## src/rtl/piso_serializer.sv

```systemverilog
// Parallel-in/serial-out serializer. Takes a WIDTH-bit word over a valid/ready
// handshake and emits it as WIDTH/LANES beats of LANES bits, MSB-first or
// LSB-first as chosen per word, with downstream backpressure and a last-beat flag.
module piso_serializer #(
    parameter int unsigned WIDTH = 8,
    parameter int unsigned LANES = 1
) (
    input  logic             clk,
    input  logic             reset,
    input  logic             s_valid,
    output logic             s_ready,
    input  logic [WIDTH-1:0] s_data,
    input  logic             s_lsb_first,
    output logic [LANES-1:0] dout,
    output logic             dout_valid,
    input  logic             dout_ready,
    output logic             dout_last,
    output logic             busy
);

    localparam int unsigned BEATS = WIDTH / LANES;
    localparam int unsigned CNT_W = (BEATS > 1) ? $clog2(BEATS) : 1;
    localparam logic [CNT_W-1:0] CNT_LOAD = CNT_W'(BEATS - 1);

    // A lane count that does not divide the word would leave a partial final beat.
    generate
        if ((WIDTH < 2) || (LANES < 1) || ((WIDTH % LANES) != 0)) begin : g_bad_params
            $fatal(1, "piso_serializer: WIDTH must be >= 2 and a multiple of LANES >= 1");
        end
    endgenerate

    typedef enum logic [0:0] {
        StIdle,
        StShift
    } state_e;

    state_e           r_state;
    state_e           w_state_d;
    logic [WIDTH-1:0] r_shift;
    logic [WIDTH-1:0] w_shift_d;
    logic             r_lsb_first;
    logic             w_lsb_first_d;
    logic [CNT_W-1:0] r_cnt;
    logic [CNT_W-1:0] w_cnt_d;

    logic             w_valid;
    logic             w_last;
    logic             w_accept;
    logic             w_advance;
    logic             w_finish;
    logic [LANES-1:0] w_edge_beat;

    // Handshake decode shared by the next-state logic and the outputs.
    always_comb begin
        w_valid   = (r_state == StShift);
        w_last    = w_valid & (r_cnt == '0);
        s_ready   = ~w_valid | (dout_ready & w_last);
        w_accept  = s_valid & s_ready;
        w_advance = w_valid & dout_ready & ~w_last;
        w_finish  = w_valid & dout_ready & w_last;
    end

    // Next state: accepting wins over finishing so back-to-back words have no bubble.
    always_comb begin
        w_state_d     = r_state;
        w_shift_d     = r_shift;
        w_lsb_first_d = r_lsb_first;
        w_cnt_d       = r_cnt;
        if (w_accept) begin
            w_state_d     = StShift;
            w_shift_d     = s_data;
            w_lsb_first_d = s_lsb_first;
            w_cnt_d       = CNT_LOAD;
        end else if (w_advance) begin
            // Zero fill keeps the register clean once the word drains.
            if (r_lsb_first) begin
                w_shift_d = r_shift >> LANES;
            end else begin
                w_shift_d = r_shift << LANES;
            end
            w_cnt_d = r_cnt - CNT_W'(1);
        end else if (w_finish) begin
            w_state_d = StIdle;
            w_shift_d = '0;
            w_cnt_d   = '0;
        end
    end

    // State register with asynchronous reset; a reset mid-word drops the word entirely.
    always_ff @(posedge clk or posedge reset) begin
        if (reset) begin
            r_state     <= StIdle;
            r_shift     <= '0;
            r_lsb_first <= 1'b0;
            r_cnt       <= '0;
        end else begin
            r_state     <= w_state_d;
            r_shift     <= w_shift_d;
            r_lsb_first <= w_lsb_first_d;
            r_cnt       <= w_cnt_d;
        end
    end

    // Beats come straight off the leading edge of the shift register.
    always_comb begin
        if (r_lsb_first) begin
            w_edge_beat = r_shift[LANES-1:0];
        end else begin
            w_edge_beat = r_shift[WIDTH-1 -: LANES];
        end
        dout       = w_valid ? w_edge_beat : '0;
        dout_valid = w_valid;
        dout_last  = w_last;
        busy       = w_valid;
    end

endmodule

```

## config.mk

```make
export PLATFORM = sky130hd
export DESIGN_NAME = piso_serializer
export DESIGN_NICKNAME = d
export VERILOG_FILES = /design/src/rtl/piso_serializer.sv
export SDC_FILE = /design/constraint.sdc
export NUM_CORES = 1
export LEC_CHECK = 0
export BUFFER_PORTS_ARGS = -buffer_cell sky130_fd_sc_hd__buf_2
export CAP_MARGIN = 0
export CORE_MARGIN = 2
export CORE_UTILIZATION = 30
export CTS_CLUSTER_SIZE = 25
export DETAILED_ROUTE_END_ITERATION = 6
export REMOVE_ABC_BUFFERS = 1
export SKIP_LAST_GASP = 1
export SYNTH_ARGS = -nofsm -noshare
export SYNTH_HDL_FRONTEND = slang
export SYNTH_SLANG_ARGS = --single-unit
```

## constraint.sdc

```tcl
create_clock -name clk -period 5.6 [get_ports clk]
set_clock_uncertainty 0.15 [all_clocks]
set_input_delay 0.28 -clock clk [delete_from_list [all_inputs] [get_ports clk]]
set_output_delay 0.28 -clock clk [all_outputs]
set_load 0.005 [all_outputs]
```

Yosys cells after proc, flatten, opt, wreduce, memory -nomap -nowiden. Index checks and enable logic that the tools add are counted.

Reduce and logical (&&, ||, !) cells: 4. Add/subtract/negate cells: 1. Mux-type cells: 12. Bitwise operators: 9. Equal/unequal tests: 1.

Operators with widths (count): $mux W8 (4); $mux W3 (3); $and A1 B1 Y1 (6); $mux W1 (5); $logic_not A3 Y1 (1); $reduce_bool A3 Y1 (1); $sub A3 B1 Y3 const B (1); $ne A2 B2 Y1 const B (1); $not A1 Y1 (2); $reduce_and A2 Y1 (1); $reduce_bool A2 Y1 (1); $or A1 B1 Y1 (1).

Output and inout bits: 5. Register bits after elaboration: 13.

Longest topological paths before layout.
Depth in word-level cells: 7. Depth in mapped cells: 7. Mapped depth without buffers: 6.

Worst setup path before layout. OpenSTA, ideal clock, no wires.

Path kind: reg2reg. Start: reg r_cnt[0]. End: reg r_shift[1]. Cell stages (with the launch flop): 8. Library setup time: 126 ps. Arrival time: 1564 ps. Clock period less this slack: 1840 ps. Setup slack: 3760 ps. Buffers on the path: 1. Cell sequence: dfrtp_1 inv_1 ha_1 ha_1 a21bo_1 buf_6 and2_4 a221o_1.

Word-level cells in the longest chain between the ends: 6.

Ends and longest elaborated chain: start, declared (line 43) `logic [CNT_W-1:0] r_cnt;`; start signal, assigned (line 100) `r_cnt <= w_cnt_d;`; $logic_not A3 Y1 * (line 56) `w_last = w_valid & (r_cnt == '0);`; $and A1 B1 Y1 * (line 56); $and A1 B1 Y1 * (line 57) `s_ready = ~w_valid | (dout_ready & w_last);`; $or A1 B1 Y1 * (line 57); via s_ready (line 11) `output logic s_ready,`; $and A1 B1 Y1 * (line 58) `w_accept = s_valid & s_ready;`; $reduce_bool A3 Y1 (no source line) / $mux W8 (equally long branches); end signal, assigned (line 98) `r_shift <= w_shift_d;`; end, declared (line 39) `logic [WIDTH-1:0] r_shift;`.

Mark *: on every way through the listed nets, which the timed path passes. The rest lies on a longest branch. A chain may end at the register's enable or synchronous reset.

Final worst setup path.
Start: reg r_cnt[0]. End: out s_ready.

Word-level cells in the longest chain between the ends: 4.

Ends and longest elaborated chain (line): $logic_not A3 Y1 (56); $and A1 B1 Y1 (56); $and A1 B1 Y1 (57); $or A1 B1 Y1 (57); end, declared (11).

No other way between the ends.

==> results_dict.tcl <==
set metrics [dict create \
    core_um2 2500 \
    grt_pass1_wl_um 2750 \
    cp_data_arrival_time_ns 1.68 \
    vdd_drop_max_mv 0.177 \
    grt_pass1_vias 593 \
    cts_tree "done" \
    status "finished clean" \
    worst_pin_slew_ns 0.513 \
    place_inst 123 \
    critPathLaunchType "flip-flop" \
    diodes 0 \
    syn_inst 82 \
    grt_usage_pct 11.4 \
    firstDrtPassIters 4 \
    cts_sinks 13 \
    vias 618 \
    die_y_um 55.4 \
    timing.max_cap.violations 0 \
    root_buffer "clkbuf_4" \
    endpoint_kind "output pin" \
    antenna_left 0 \
    final.fill_count 264 \
    post-route-period-util_pct 37.7 \
    p_per_area_nw_per_um2 409 \
    fmax_mhz 474 \
    cts_resized 0 \
    worstHoldEndpoint "r_lsb_first" \
    rsz0062_at_grt "no" \
    worstPathRequired_ns 5.17 \
    nNetsFinal 114 \
    antenna_found_initial 0 \
    die_w_um 55.4 \
    ioPinCount 18 \
    rrSetupSlack_ns 3.54 \
    worstHoldStart "s_lsb_first" \
    cts_setup_buffers 0 \
    p_leak_nw 0.436 \
    ff2ff_path_depth 6 \
    drcViolationCount 0 \
    start_util_pct 31.7 \
    hold_violations 0 \
    yosys_warnings 0 \
    portBuffers 17 \
    dp_hpwl_um 1160 \
    ys_types 28 \
    cp_max_fo 11 \
    cts_buffer_depth 2 \
    hold_path_depth 2 \
    layout-drive-gt1-share_pct 25.5 \
    cts_inserted_buffers 3 \
    drv_slew 0 \
    clock_latency_ns 0.28 \
    drt_iter0_markers 9 \
    htreeDepth 1 \
    clk_pin_slew_ns 0.08 \
    grt_max_degree 14 \
    totalWireLength_um 1580 \
    ys_seq_area_share_pct 41.1 \
    grt-ovfl-total 0 \
    rows 18 \
    wire_per_inst_um 12.3 \
    setup_tns_ns 0 \
    netlist_area_um2 792 \
    final_cells 128 \
    worst-setup-path-type "reg2out" \
    layout_min_cycle_time_ns 2.11 \
    viasPerCell 4.83 \
    critical_path.startpoint "r_cnt[0]" \
    hold_class "in2reg" \
    globalplace.congestion 0.788 \
    finalSetupViolations 0 \
    relSlewSlack_pct 65.7 \
    r2r-start "r_cnt[0]" \
    synthToLayoutAreaGrowth_pct 15.2 \
    ys_seq_elements 13 \
    cts.hold.buffers_added 1 \
    postSynthAreaPerCell_um2 9.66 \
    die_area_um2 3070 \
    reg2reg_to "r_shift[6]" \
]
[per-stage QoR]
stage | util (%) | setup WS [ns] | instance area [um^2] | hold WS, ns | total power (W)
finish | 36.5 | 3.49 | 912 | 0.0796 | 0.000373
global route | 36.5 | 3.36 | 912 | 0.0857 | 0.000408
CTS | 36.5 | 3.48 | 912 | 0.0831 | 0.000376
detailed placement | 35.0 | 3.57 | 876 | 0.186 | 0.000315
global placement | 35.0 | 3.62 | 876 | 0.185 | 0.000314
floorplan | - | 3.69 | 753 | 0.00696 | 0.000275
[power breakdown]
group          leakage [nW]  switching (W)  internal [W]
clock                0.0150      0.0000304     0.0000276
combinational         0.269      0.0000651     0.0000831
sequential            0.152      0.0000370      0.000130
total                 0.436       0.000132      0.000240
[Yosys cell counts, drive strengths merged]
library cell	n	area (um^2)
a32oi	3	26.3
nand2b	5	31.3
clkbuf	2	7.51
nor2b	1	6.26
nand3b	1	7.51
a21boi	1	7.51
and2	3	21.3
a221o	3	30.0
ha	2	25.0
inv	5	18.8
a21o	1	7.51
a211oi	1	7.51
buf	4	31.3
nand2	1	3.75
and3b	2	17.5
nand3	2	10.0
a21bo	1	10.0
a21oi	10	50.1
mux2i	4	40.0
dfrtp	13	325
nor3b	1	7.51
o21ai	2	10.0
mux2	5	56.3
nor2	9	33.8
[registers in the layout, summed over array words and instances (netlist names)]
| signal | flops |
|---|---|
| r_shift | 8 |
| r_cnt | 3 |
| busy | 1 |
| r_lsb_first | 1 |
[how the worst max path moves through the flow]
stage / to / slack, ns
final: s_ready / 3.49
after CTS: s_ready / 3.48
after floorplan: r_shift[1] / 3.69
after detailed placement: r_shift[6] / 3.57
after global placement: r_shift[5] / 3.62
after global routing: s_ready / 3.36
[cells by family (layout without fill, tap and decap cells)]
family | after synthesis | in the layout | share of synthesized area [%]
AOI/OAI and AO/OA | 22 | 22 | 18.8
DFF | 13 | 13 | 41.1
and+or+nand+nor | 25 | 25 | 17.5
buffers and inverters | 11 | 27 | 7.27
adders and majority gates | 2 | 2 | 3.16
muxes | 9 | 9 | 12.2
[worst max-delay path: stages (launching register included)]
cell and delay, ns:
dfrtp_1 0.39, inv_1 0.06, ha_1 0.19, ha_1 0.28, a21bo_1 0.32, buf_2 0.16
[placed cells by master, fill, tap and decap left out, drive strengths merged]
cell type and instances:
dfrtp 13, a32oi 3, and3b 2, buf 17, nand2 1, dlygate4sd3 1
and2 3, nor3b 1, a211oi 1, mux2i 4, nand3 2, inv 5
ha 2, a21boi 1, a21bo 1, nor2b 1, a21o 1, a221o 3
clkbuf 4, a21oi 10, nor2 9, o21ai 2, mux2 5, nand2b 5
nand3b 1
[routing by layer]
layer  GRT usage [%]  share of wire (%)
met4            1.05                  0
met3            5.15                5.2
met1            16.2                 52
met2            16.7                 42
met5               0                  0
[area by class of cell]
| cell class | count | area [um^2] | share of cell area [%] |
|---|---|---|---|
| repair buffers | 18 | 95.1 | 10.4 |
| flip-flops and latches | 13 | 325 | 35.7 |
| inverters | 5 | 18.8 | 2.06 |
| clock buffers | 4 | 26.3 | 2.88 |
| well taps | 30 | 37.5 | 4.12 |
| multi-input cells | 58 | 409 | 44.9 |
Power figures use the tool's default switching activity.
